## config.mk

```make
export PLATFORM = sky130hd
export DESIGN_NAME = io_supply_seq
export DESIGN_NICKNAME = d
export VERILOG_FILES = /design/src/rtl/io_seq_pkg.sv /design/src/rtl/sync_2ff.sv /design/src/rtl/io_supply_seq.sv
export SDC_FILE = /design/constraint.sdc
export NUM_CORES = 1
export LEC_CHECK = 0
export ABC_AREA = 1
export ABC_CLOCK_PERIOD_IN_PS = 3900
export CAP_MARGIN = 30
export CORE_ASPECT_RATIO = 1.25
export CORE_MARGIN = 4
export CORE_UTILIZATION = 54
export CTS_CLUSTER_SIZE = 14
export DETAILED_ROUTE_END_ITERATION = 8
export GPL_TIMING_DRIVEN = 0
export PLACE_DENSITY_LB_ADDON = 0.3
export RECOVER_POWER = 25
export SKIP_CTS_REPAIR_TIMING = 1
export SYNTH_ARGS = -nofsm -noshare
export SYNTH_HDL_FRONTEND = slang
export SYNTH_SLANG_ARGS = --single-unit
```

## constraint.sdc

```tcl
create_clock -name clk -period 3.9 [get_ports clk]
set_clock_uncertainty 0.2 [all_clocks]
set_input_delay 0.78 -clock clk [delete_from_list [all_inputs] [get_ports clk]]
set_output_delay 0.78 -clock clk [all_outputs]
set_load 0.005 [all_outputs]
```

## src/rtl/io_seq_pkg.sv

```systemverilog
// Shared types for the IO ring supply sequencer: state encoding, pad-control
// output bundle, its OFF values and the state-to-output decode.
package io_seq_pkg;

   typedef enum logic [2:0] {
      S_OFF      = 3'd0,
      S_DEBOUNCE = 3'd1,
      S_BIAS     = 3'd2,
      S_RELEASE  = 3'd3,
      S_READY    = 3'd4,
      S_PD_OE    = 3'd5,
      S_PD_HOLD  = 3'd6,
      S_PDOWN    = 3'd7
   } io_seq_state_e;

   typedef struct packed {
      logic bias_en;
      logic pad_hold;
      logic pad_oe_en;
      logic io_ready;
      logic pd_ack;
   } io_seq_out_t;

   localparam io_seq_out_t OFF_OUT = '{
      bias_en:   1'b0,
      pad_hold:  1'b1,
      pad_oe_en: 1'b0,
      io_ready:  1'b0,
      pd_ack:    1'b0
   };

   // Pad-control values implied by each state.
   function automatic io_seq_out_t decode_out(input io_seq_state_e s);
      io_seq_out_t o;
      o = OFF_OUT;
      case (s)
         S_BIAS: begin
            o.bias_en = 1'b1;
         end
         S_RELEASE: begin
            o.bias_en  = 1'b1;
            o.pad_hold = 1'b0;
         end
         S_READY: begin
            o.bias_en   = 1'b1;
            o.pad_hold  = 1'b0;
            o.pad_oe_en = 1'b1;
            o.io_ready  = 1'b1;
         end
         S_PD_OE: begin
            o.bias_en  = 1'b1;
            o.pad_hold = 1'b0;
         end
         S_PD_HOLD: begin
            o.bias_en = 1'b1;
         end
         S_PDOWN: begin
            o.pd_ack = 1'b1;
         end
         default: o = OFF_OUT;
      endcase
      return o;
   endfunction

endpackage

```

## src/rtl/sync_2ff.sv

```systemverilog
// Two-flop synchronizer for a single asynchronous level, reset to 0.
module sync_2ff (
   input  logic clk,
   input  logic rst_n,
   input  logic d,
   output logic q
);

   logic meta;

   always_ff @(posedge clk) begin
      if (!rst_n) begin
         meta <= 1'b0;
         q    <= 1'b0;
      end else begin
         meta <= d;
         q    <= meta;
      end
   end

endmodule

```

## src/rtl/io_supply_seq.sv

```systemverilog
// IO ring power sequencer: debounces the supply-good flags, then releases
// bias, hold and output enable in order; reverses on loss or power-down request.
module io_supply_seq #(
   parameter int unsigned DEBOUNCE_CYC  = 64,
   parameter int unsigned BIAS_WAIT_CYC = 32
) (
   input  logic       clk,
   input  logic       rst_n,
   input  logic       vddio_ok_a,
   input  logic       vdd_ok_a,
   input  logic       pd_req,
   output logic       pd_ack,
   output logic       bias_en,
   output logic       pad_hold,
   output logic       pad_oe_en,
   output logic       io_ready,
   output logic       fault,
   output logic [2:0] state_o
);

   import io_seq_pkg::*;

   localparam int unsigned CNT_MAX = (DEBOUNCE_CYC > BIAS_WAIT_CYC) ? DEBOUNCE_CYC : BIAS_WAIT_CYC;
   localparam int unsigned CNT_W   = $clog2(CNT_MAX + 1);
   localparam logic [CNT_W-1:0] DEB_LOAD  = CNT_W'(DEBOUNCE_CYC - 1);
   localparam logic [CNT_W-1:0] BIAS_LOAD = CNT_W'(BIAS_WAIT_CYC - 1);

   logic vddio_ok_s;
   logic vdd_ok_s;
   logic supply_ok;

   io_seq_state_e    state, state_nxt;
   logic [CNT_W-1:0] cnt, cnt_nxt;
   logic             fault_nxt;
   io_seq_out_t      outs, outs_nxt;

   sync_2ff u_sync_vddio (
      .clk   (clk),
      .rst_n (rst_n),
      .d     (vddio_ok_a),
      .q     (vddio_ok_s)
   );

   sync_2ff u_sync_vdd (
      .clk   (clk),
      .rst_n (rst_n),
      .d     (vdd_ok_a),
      .q     (vdd_ok_s)
   );

   assign supply_ok = vddio_ok_s & vdd_ok_s;

   // Next state, counter reload/decrement, fault and output decode.
   always_comb begin
      state_nxt = state;
      cnt_nxt   = cnt;
      fault_nxt = fault;

      case (state)
         S_OFF:      if (supply_ok) state_nxt = S_DEBOUNCE;
         S_DEBOUNCE: if (cnt == '0) state_nxt = S_BIAS;
         S_BIAS:     if (cnt == '0) state_nxt = S_RELEASE;
         S_RELEASE:  state_nxt = S_READY;
         S_READY:    if (pd_req) state_nxt = S_PD_OE;
         S_PD_OE:    state_nxt = S_PD_HOLD;
         S_PD_HOLD:  state_nxt = S_PDOWN;
         S_PDOWN:    if (!pd_req) state_nxt = S_OFF;
         default:    state_nxt = S_OFF;
      endcase

      // Supply loss overrides both the request and the counter.
      if (state != S_OFF && !supply_ok) state_nxt = S_OFF;

      if (state == S_READY && !supply_ok) begin
         fault_nxt = 1'b1;
      end else if (state_nxt == S_PDOWN && state != S_PDOWN) begin
         fault_nxt = 1'b0;
      end

      if (state_nxt != state) begin
         case (state_nxt)
            S_DEBOUNCE: cnt_nxt = DEB_LOAD;
            S_BIAS:     cnt_nxt = BIAS_LOAD;
            default:    cnt_nxt = '0;
         endcase
      end else if (cnt != '0) begin
         cnt_nxt = cnt - CNT_W'(1);
      end

      outs_nxt = decode_out(state_nxt);
   end

   always_ff @(posedge clk) begin
      if (!rst_n) begin
         state <= S_OFF;
         cnt   <= '0;
         fault <= 1'b0;
         outs  <= OFF_OUT;
      end else begin
         state <= state_nxt;
         cnt   <= cnt_nxt;
         fault <= fault_nxt;
         outs  <= outs_nxt;
      end
   end

   assign bias_en   = outs.bias_en;
   assign pad_hold  = outs.pad_hold;
   assign pad_oe_en = outs.pad_oe_en;
   assign io_ready  = outs.io_ready;
   assign pd_ack    = outs.pd_ack;
   assign state_o   = state;

endmodule

```

* Word level (Yosys, flattened, before mapping)
Cells that the tools add are included.
** Operators by class
- $mul :: 0
- Shift-type cells :: 0
- Bitwise gates (word level) :: 1
- Add/subtract/negate cells :: 1
- $lt $le $gt $ge :: 0
- Mux-type cells :: 16
- Divide/modulo/power cells :: 0
- Reductions and logical operators :: 12
- Eq/ne operators :: 16
** Operator list (count)
- $eq 3x3->1 const B :: 8
- $pmux 3 s8 :: 1
- $mux 3 :: 6
- $mux 7 :: 2
- $eq 3x2->1 const B :: 4
- $pmux 6 s2 :: 1
- $logic_not 7->1 :: 1
- $reduce_bool 7->1 :: 1
- $sub 7x1->7 const B :: 1
- $eq 3x1->1 const B :: 2
- $mux 1 :: 5
- $reduce_or 5->1 :: 1
- $reduce_bool 2->1 :: 2
- $logic_and 1x1->1 :: 3
- $logic_not 3->1 :: 1
- $ne 3x3->1 :: 1
- $ne 3x3->1 const B :: 1
- $reduce_bool 3->1 :: 1
- $reduce_or 3->1 :: 1
- $mux 2 :: 1
- $and 1x1->1 :: 1
- $logic_not 1->1 :: 1
** Word-level totals
- Bits in registers :: 20
- Memory bits (read-only) :: 0
- Bits in latches :: 0
- Memories :: 0
- Input bits :: 5
- Output and inout bits :: 9
- Bits in writable memories :: 0
- Logic and storage cells :: 58

* Depth between registers and ports, before layout
Gate-level depths: netlist of run 1.
- Depth in word-level cells :: 8
- Mapped depth :: 14
- Gate-level depth less buffers :: 14

* Modules after synthesis
A second synthesis of run 1 with hierarchy kept.
** Unflattened totals
- Cell total of the unflattened synthesis :: 133
- Area, all modules :: 991.0 um2
** By module, submodules not included
- io_supply_seq :: times used 1, sequential area each 300.3 um2, cells an instance 121, area each 880.8 um2
- sync_2ff :: times used 2, sequential area each 40.0 um2, cells an instance 6, area each 55.1 um2

* Least setup slack after synthesis of run 1
OpenSTA, ideal clock, no wires.
- Path kind :: in2reg
- From :: input port pd_req
- To :: register cnt[0]
- Arrival :: 1.698 ns
- Stages on the path :: 12
- Setup time :: 0.111 ns
- Data required time :: 3.589 ns
- Path buffers :: 0
- Path slack :: 1.891 ns
- Path through :: inv_1 -> nand2_1 -> a21oi_2 -> nand3_2 -> nand2_4 -> nand2_2 -> nand2_4 -> nand3_4 -> nand2_4 -> nand2_2 -> nor2_1 -> nor2_1
** Between the ends
- Longest elaborated chain between the ends :: 6
- Elaborated cells between the ends (all ways) :: 10
- Those cells by class :: eq/ne (3); mux (6); reduce/logical (1)
** Ends and longest elaborated chain
- start, declared :: RTL line io_supply_seq.sv:11 : input logic pd_req,
- $mux 3 (on tied branches) :: RTL line io_supply_seq.sv:67, io_supply_seq.sv:64
- $pmux 3 s8 (*) :: RTL line io_supply_seq.sv:59 : case (state)
- $mux 3 (*) :: RTL line io_supply_seq.sv:72 : if (state != S_OFF && !supply_ok) state_nxt = S_OFF;
- $eq 3x2->1 or $eq 3x1->1 (tied branches) :: RTL line io_supply_seq.sv:81 : case (state_nxt)
- $pmux 6 s2 :: RTL line io_supply_seq.sv:81
- $mux 7 :: RTL line io_supply_seq.sv:80 : if (state_nxt != state) begin
- end signal, assigned :: RTL line io_supply_seq.sv:101 : cnt <= cnt_nxt;
- end, declared :: RTL line io_supply_seq.sv:33 : logic [CNT_W-1:0] cnt, cnt_nxt;
Mark *: on every way between the ends. The rest lies on a longest branch, timed or not.
A chain may end at the register's enable or synchronous reset.

* Worst setup path after layout of run 1
- From :: register cnt[0]
- To :: register cnt[1]
** Between the ends
- Longest elaborated chain between the ends :: 7
- Elaborated cells between the ends (all ways) :: 14
- Those cells by class :: add/sub (1); eq/ne (3); mux (7); reduce/logical (3)
** Ends and longest elaborated chain (RTL line)
- $logic_not 7->1 :: io_supply_seq.sv:61, io_supply_seq.sv:62
- $mux 3 (on tied branches) :: io_supply_seq.sv:62, io_supply_seq.sv:61
- $pmux 3 s8 :: io_supply_seq.sv:59
- $mux 3 :: io_supply_seq.sv:72
- $eq 3x2->1 or $eq 3x1->1 (tied branches) :: io_supply_seq.sv:81
- $pmux 6 s2 :: io_supply_seq.sv:81
- $mux 7 :: io_supply_seq.sv:80
Parallel ways exist; a longest one is shown, timed or not. The select of a mux whose other input is x is not followed.

==> results of run 1 <==
## stage by stage
stage / std cells / area (um2) / total power, mW / util, %
final: 172 / 1230 / 0.619 / 67.2
after global routing: 172 / 1230 / 0.678 / 67.2
after CTS: 172 / 1260 / 0.657 / 68.8
after detailed placement: 168 / 1230 / 0.556 / 67.3
after global placement: 168 / 1230 / 0.548 / 67.3
after floorplan: 137 / 1090 / 0.509 / -
## logic make-up (layout without fill, tap and decap cells)
| kind of cell | after synthesis | after routing | synth area share, % |
|---|---|---|---|
| AOI/OAI and AO/OA | 15 | 15 | 8.40 |
| xor gates and xnor gates | 4 | 4 | 4.95 |
| adders and majority gates | 1 | 1 | 1.15 |
| and+or+nand+nor | 75 | 75 | 41.9 |
| DFF | 19 | 19 | 35.0 |
| buffers and inverters | 23 | 39 | 8.63 |
## worst min-delay path, stage by stage (launching register included)
cell and delay [ns]:
dfxtp_1 0.32, nand2_1 0.05, inv_1 0.03
## final cells by class
type	count	area, um2
Multi-Input combinational cell	95	584
Clock buffer	3	22.5
Buffer	3	18.8
Tap cell	19	23.8
Fill cell	156	599
Sequential cell	19	380
Timing Repair Buffer	12	120
Inverter	20	75.1
Clock inverter	1	5.00
## synthesized netlist by cell type, types with 2 or more instances
cell     count
a21oi_1      6
a21oi_2      2
buf_4        2
dfxtp_1     19
inv_1       17
inv_2        3
nand2_1     21
nand2_2      9
nand2_4      6
nand3_1      7
nand3_4      2
nand4_1      2
nor2_1      16
nor2_2       2
nor3_1       3
o21ai_0      3
xnor2_1      2
## worst max path at each step
| stage | cells past startpoint | endpoint | slack (ns) | startpoint |
|---|---|---|---|---|
| after global placement | 13 | cnt[1]$_SDFFE_PN0P_ | 1.35 | pd_req |
| after global routing | 13 | cnt[1]$_SDFFE_PN0P_ | 1.22 | cnt[0]$_SDFFE_PN0P_ |
| final | 13 | cnt[1]$_SDFFE_PN0P_ | 1.50 | cnt[0]$_SDFFE_PN0P_ |
| after floorplan | 12 | cnt[0]$_SDFFE_PN0P_ | 1.89 | pd_req |
| after CTS | 1 | state_o[0] | 1.56 | state_o[0]$_SDFF_PN0_ |
| after detailed placement | 13 | cnt[1]$_SDFFE_PN0P_ | 1.30 | pd_req |
## sequential cells by signal, indices dropped and copies added (netlist names)
signal	cells
u_sync_vddio.q	1
cnt	7
u_sync_vdd.q	1
u_sync_vdd.meta	1
pad_oe_en	1
u_sync_vddio.meta	1
bias_en	1
fault	1
pad_hold	1
state_o	3
pd_ack	1
## cells in the final DEF (no fill, tap or decap), types with 5 or more instances in the layout
| master | n |
|---|---|
| nand2_4 | 5 |
| nand2_2 | 9 |
| nor2_1 | 17 |
| nand3_1 | 8 |
| inv_1 | 17 |
| nand2_1 | 22 |
| a21oi_1 | 6 |
| clkdlybuf4s50_1 | 10 |
| dfxtp_1 | 19 |
## report_power, final
group          leakage [nW]  internal, mW  switching [mW]
registers             0.155         0.226          0.0229
logic                 0.439         0.114           0.155
clock network        0.0177        0.0383          0.0628
## layer usage
metal | up-vias | track usage, %
met5 | - | 0
met4 | 0 | 5.77
met3 | 5 | 3.42
met2 | 10 | 31.9
met1 | 395 | 19.7
li1 | 466 | -
==> results.yml, run 1 <==
detailed_routing:
  ant_nets: 0
  firstDrtPassIters: 3
  drtIter0Drc: 6
  num_vias: 876
  vias_per_cell: 5.09
  top_layer: "met4"
  wirelength_um: 2010
  met3_wirelength_um: 52
  route.detailed.drc: 0
  wl_met2_um: 1090
  post_drt_wl_per_cell_um: 11.7
  drt-met1-wl_um: 832
global_route:
  overflow: 0
  grt_pass1_wl_um: 3680
  grt_pass1_vias: 895
  antenna_found_initial: 0
  track_usage_pct: 17.7
  grt_max_degree: 12
yosys:
  synthesis.nets: 143
  yosysSeqAreaShare_pct: 35.0
  yosys.area.top_type: "dfxtp_1"
  synth-edff-count: 0
  synthTopCellsByArea: "dfxtp_1 35%, nand2_1 7.2%, nand2_4 6.2%"
  async_reset_ff_share_pct: 0
  synth_cell_type_count: 32
  yosys.area.top_type_share_pct: 35.0
  mappedNetlistArea_um2: 1090
  yosys_warnings: 0
  synth.avg_cell_area_um2: 7.94
  synth_cells: 137
  synthFlopType: "dfxtp_1"
  ys_ff_latch: 19
run:
  cap_violations: 0
finish:
  drive_above_1_share_pct: 22.2
  nets: 160
  n_antenna_cell: 0
  syn_to_final_growth_pct: 13.1
timing:
  slew_headroom_pct: 67.9
  timing.final.crit_share_pct: 61.7
  worst_slew_pin_slew_ns: 0.480
  drv_slew: 0
  setup_viol: 0
  rsz0062_at_grt: "false"
  period_minus_slack_ns: 2.40
  hold_slack_ns: 0.225
  fin_ws_ns: 1.50
  finalHoldViolations: 0
  fmax_mhz: 416
  tns_ns: 0
setup_path:
  crit_arrival_ns: 2.42
  r2r_start: "cnt[0]$_SDFFE_PN0P_"
  crit_chain: "inv_1 > ha_1 > nand2_1 > nor2_1 > nand2_1 > nand3_1 > nand3_1 > nand2_4 > nand3_4 > nand2_4 > nand2_2 > nor2_1 > nor2_1"
  crit_slowest_cell: "nor2_1"
  cp_num_buf_inv: 1
  r2r-end: "cnt[1]$_SDFFE_PN0P_"
  crit_family: "simple AND/OR/NAND/NOR gates"
  critPathKind: "register to register"
  crit_path_max_incr_delay_ns: 0.40
  r2r_setup_slack_ns: 1.50
  critical_path_peak_fanout: 6
  critPathRequiredTime_ns: 3.92
  cp_common_cell: "nor2_1"
  ff2ff_path_depth: 13
  endpoint_kind: "register"
  start_kind: "register"
worst_hold_path:
  min_to: "u_sync_vddio.q$_SDFF_PN0_"
  holdPathStages: 2
  hold_path.class: "register to register"
  hp-start: "u_sync_vddio.meta$_SDFF_PN0_"
pwr:
  power.density_nw_per_um2: 503
  p_leak_nw: 0.612
  peakVddDrop_mv: 0.358
placement:
  port_buffers: 12
  dp_hpwl_um: 1620
  gp_congestion: 0.797
  pre_cts_ws_ns: 1.30
floorplan:
  die_y_um: 58.2
  die_x_um: 48.1
  fp-row-count: 17
  core-area_um2: 1830
  ios: 14
  die_area_um2: 2800
  start_util_pct: 59.4
clocking:
  cts_tree: "yes"
  cts_root_buf: "clkbuf_4"
  cts_buffers: 3
  cts_buffer_depth: 2
  clkTransAtPathRegs_ns: 0.11
  htree_levels: 1
  clock_latency_ns: 0.30
  cts.sinks: 19
status:
  status: "completed"
Power figures use the tool's default switching activity.
==> run 2, diff against run 1 <==
- ABC_CLOCK_PERIOD_IN_PS: 3900 -> 2500
- CORE_UTILIZATION: 54 -> 53
- clock period: 3.9 -> 2.5 ns (I/O delays scaled with it)
==> run 2 against run 1 <==
  * Cell count up 0.58%
  * Critical path depth is the same
  * First-iteration DRC count down 17%
==> results.yml, run 2 (synthesis results as in run 1) <==
status:
  status: "completed"
floorplan:
  fp-row-count: 18
  die_area_um2: 2840
  die_y_um: 58.6
  core-area_um2: 1960
  start_util_pct: 55.5
  die_x_um: 48.5
  ios: 14
placement:
  gp_congestion: 0.818
  dp_hpwl_um: 1590
  port_buffers: 12
timing:
  drv_slew: 0
  finalHoldViolations: 0
  period_minus_slack_ns: 2.19
  rsz0062_at_grt: "false"
  setup_viol: 0
  worst_slew_pin_slew_ns: 0.334
  slew_headroom_pct: 77.7
  timing.final.crit_share_pct: 87.6
  fmax_mhz: 456
  hold_slack_ns: 0.220
  tns_ns: 0
setup_path:
  endpoint_kind: "register"
  critPathKind: "register to register"
  crit_arrival_ns: 2.19
  r2r_start: "cnt[0]$_SDFFE_PN0P_"
  critPathRequiredTime_ns: 2.50
  ff2ff_path_depth: 13
  r2r_setup_slack_ns: 0.31
  start_kind: "register"
  critical_path_peak_fanout: 6
  r2r-end: "cnt[0]$_SDFFE_PN0P_"
global_route:
  antenna_found_initial: 0
  track_usage_pct: 15.2
  grt_pass1_wl_um: 3560
  overflow: 0
  grt_max_degree: 12
  grt_pass1_vias: 881
finish:
  max_flop_register: "cnt"
  finish.utilization_pct: 63.8
  syn_to_final_growth_pct: 15.0
  n_antenna_cell: 0
  mostFrequentLayoutCells: "23 x nand2_1, 19 x dfxtp_1, 17 x inv_1"
  drive_above_1_share_pct: 22.9
  layout_commonest_cell: "nand2_1"
  largest_reg_flops: 7
  nets: 160
clocking:
  cts_root_buf: "clkbuf_4"
  clock_latency_ns: 0.29
  cts_tree: "yes"
  cts_buffers: 3
  cts.sinks: 19
  htree_levels: 1
  cts_buffer_depth: 2
  clkTransAtPathRegs_ns: 0.11
detailed_routing:
  wirelength_um: 1960
  drtIter0Drc: 5
  vias_per_cell: 5.05
  route.detailed.drc: 0
  ant_nets: 0
  firstDrtPassIters: 4
  post_drt_wl_per_cell_um: 11.3
  num_vias: 874
run:
  cap_violations: 0
pwr:
  p_leak_nw: 0.624
  power.density_nw_per_um2: 809
  peakVddDrop_mv: 0.576
worst_hold_path:
  min_to: "u_sync_vddio.q$_SDFF_PN0_"
  hold_path.class: "register to register"
  holdPathStages: 2
  hp-start: "u_sync_vddio.meta$_SDFF_PN0_"
[run 2: critical path, cell delays in order (launching register included)]
cell     delay, ns
dfxtp_1       0.33
inv_1         0.09
ha_1          0.25
nand2_1       0.17
nor2_8        0.19
nand2_2       0.05
nand2_1       0.13
nand3_1       0.13
nand2_4       0.14
nand3_4       0.09
nor2_4        0.13
nand3_1       0.09
nand2_1       0.06
nor2_1        0.05
[run 2: report_power, final]
group | switching, mW | leakage [nW] | internal, mW
clock | 0.0937 | 0.0177 | 0.0594
sequential | 0.0361 | 0.155 | 0.353
combinational | 0.275 | 0.451 | 0.194
[run 2: stage by stage]
stage / cells / total power [mW] / setup slack [ns] / cell area (um2)
after floorplan: 137 / 0.795 / 0.562 / 1090
after global placement: 169 / 0.855 / 0.225 / 1230
after detailed placement: 169 / 0.872 / 0.162 / 1230
after CTS: 173 / 1.03 / 0.318 / 1260
after global routing: 173 / 1.11 / 0.137 / 1250
final: 173 / 1.01 / 0.309 / 1250
[run 2: worst max-delay path by stage]
stage                        startpoint                   to  slack, ns  cells past startpoint
detailed placement               pd_req  cnt[1]$_SDFFE_PN0P_       0.16                     13
global placement                 pd_req  cnt[1]$_SDFFE_PN0P_       0.23                     13
global route        cnt[0]$_SDFFE_PN0P_  cnt[1]$_SDFFE_PN0P_       0.14                     13
floorplan           cnt[0]$_SDFFE_PN0P_  cnt[0]$_SDFFE_PN0P_       0.56                     13
CTS                 cnt[0]$_SDFFE_PN0P_  cnt[1]$_SDFFE_PN0P_       0.32                     13
finish              cnt[0]$_SDFFE_PN0P_  cnt[0]$_SDFFE_PN0P_       0.31                     13
[run 2: cell type report]
cell class	count	area (um2)
timing repair buffer	12	120
clock inverter	1	5.00
sequential	19	380
multi-input combinational	95	603
fill	180	709
buffer	3	18.8
tap	20	25.0
clock buffer	3	22.5
inverter	20	75.1
[run 2: per-layer routing]
layer  GRT usage [%]  wire length, um  vias up
met5               0                0        -
met4            3.46                6        0
met3            1.77               28        2
met2            29.9             1100        6
met1            17.2              822      396
li1                -                -      470
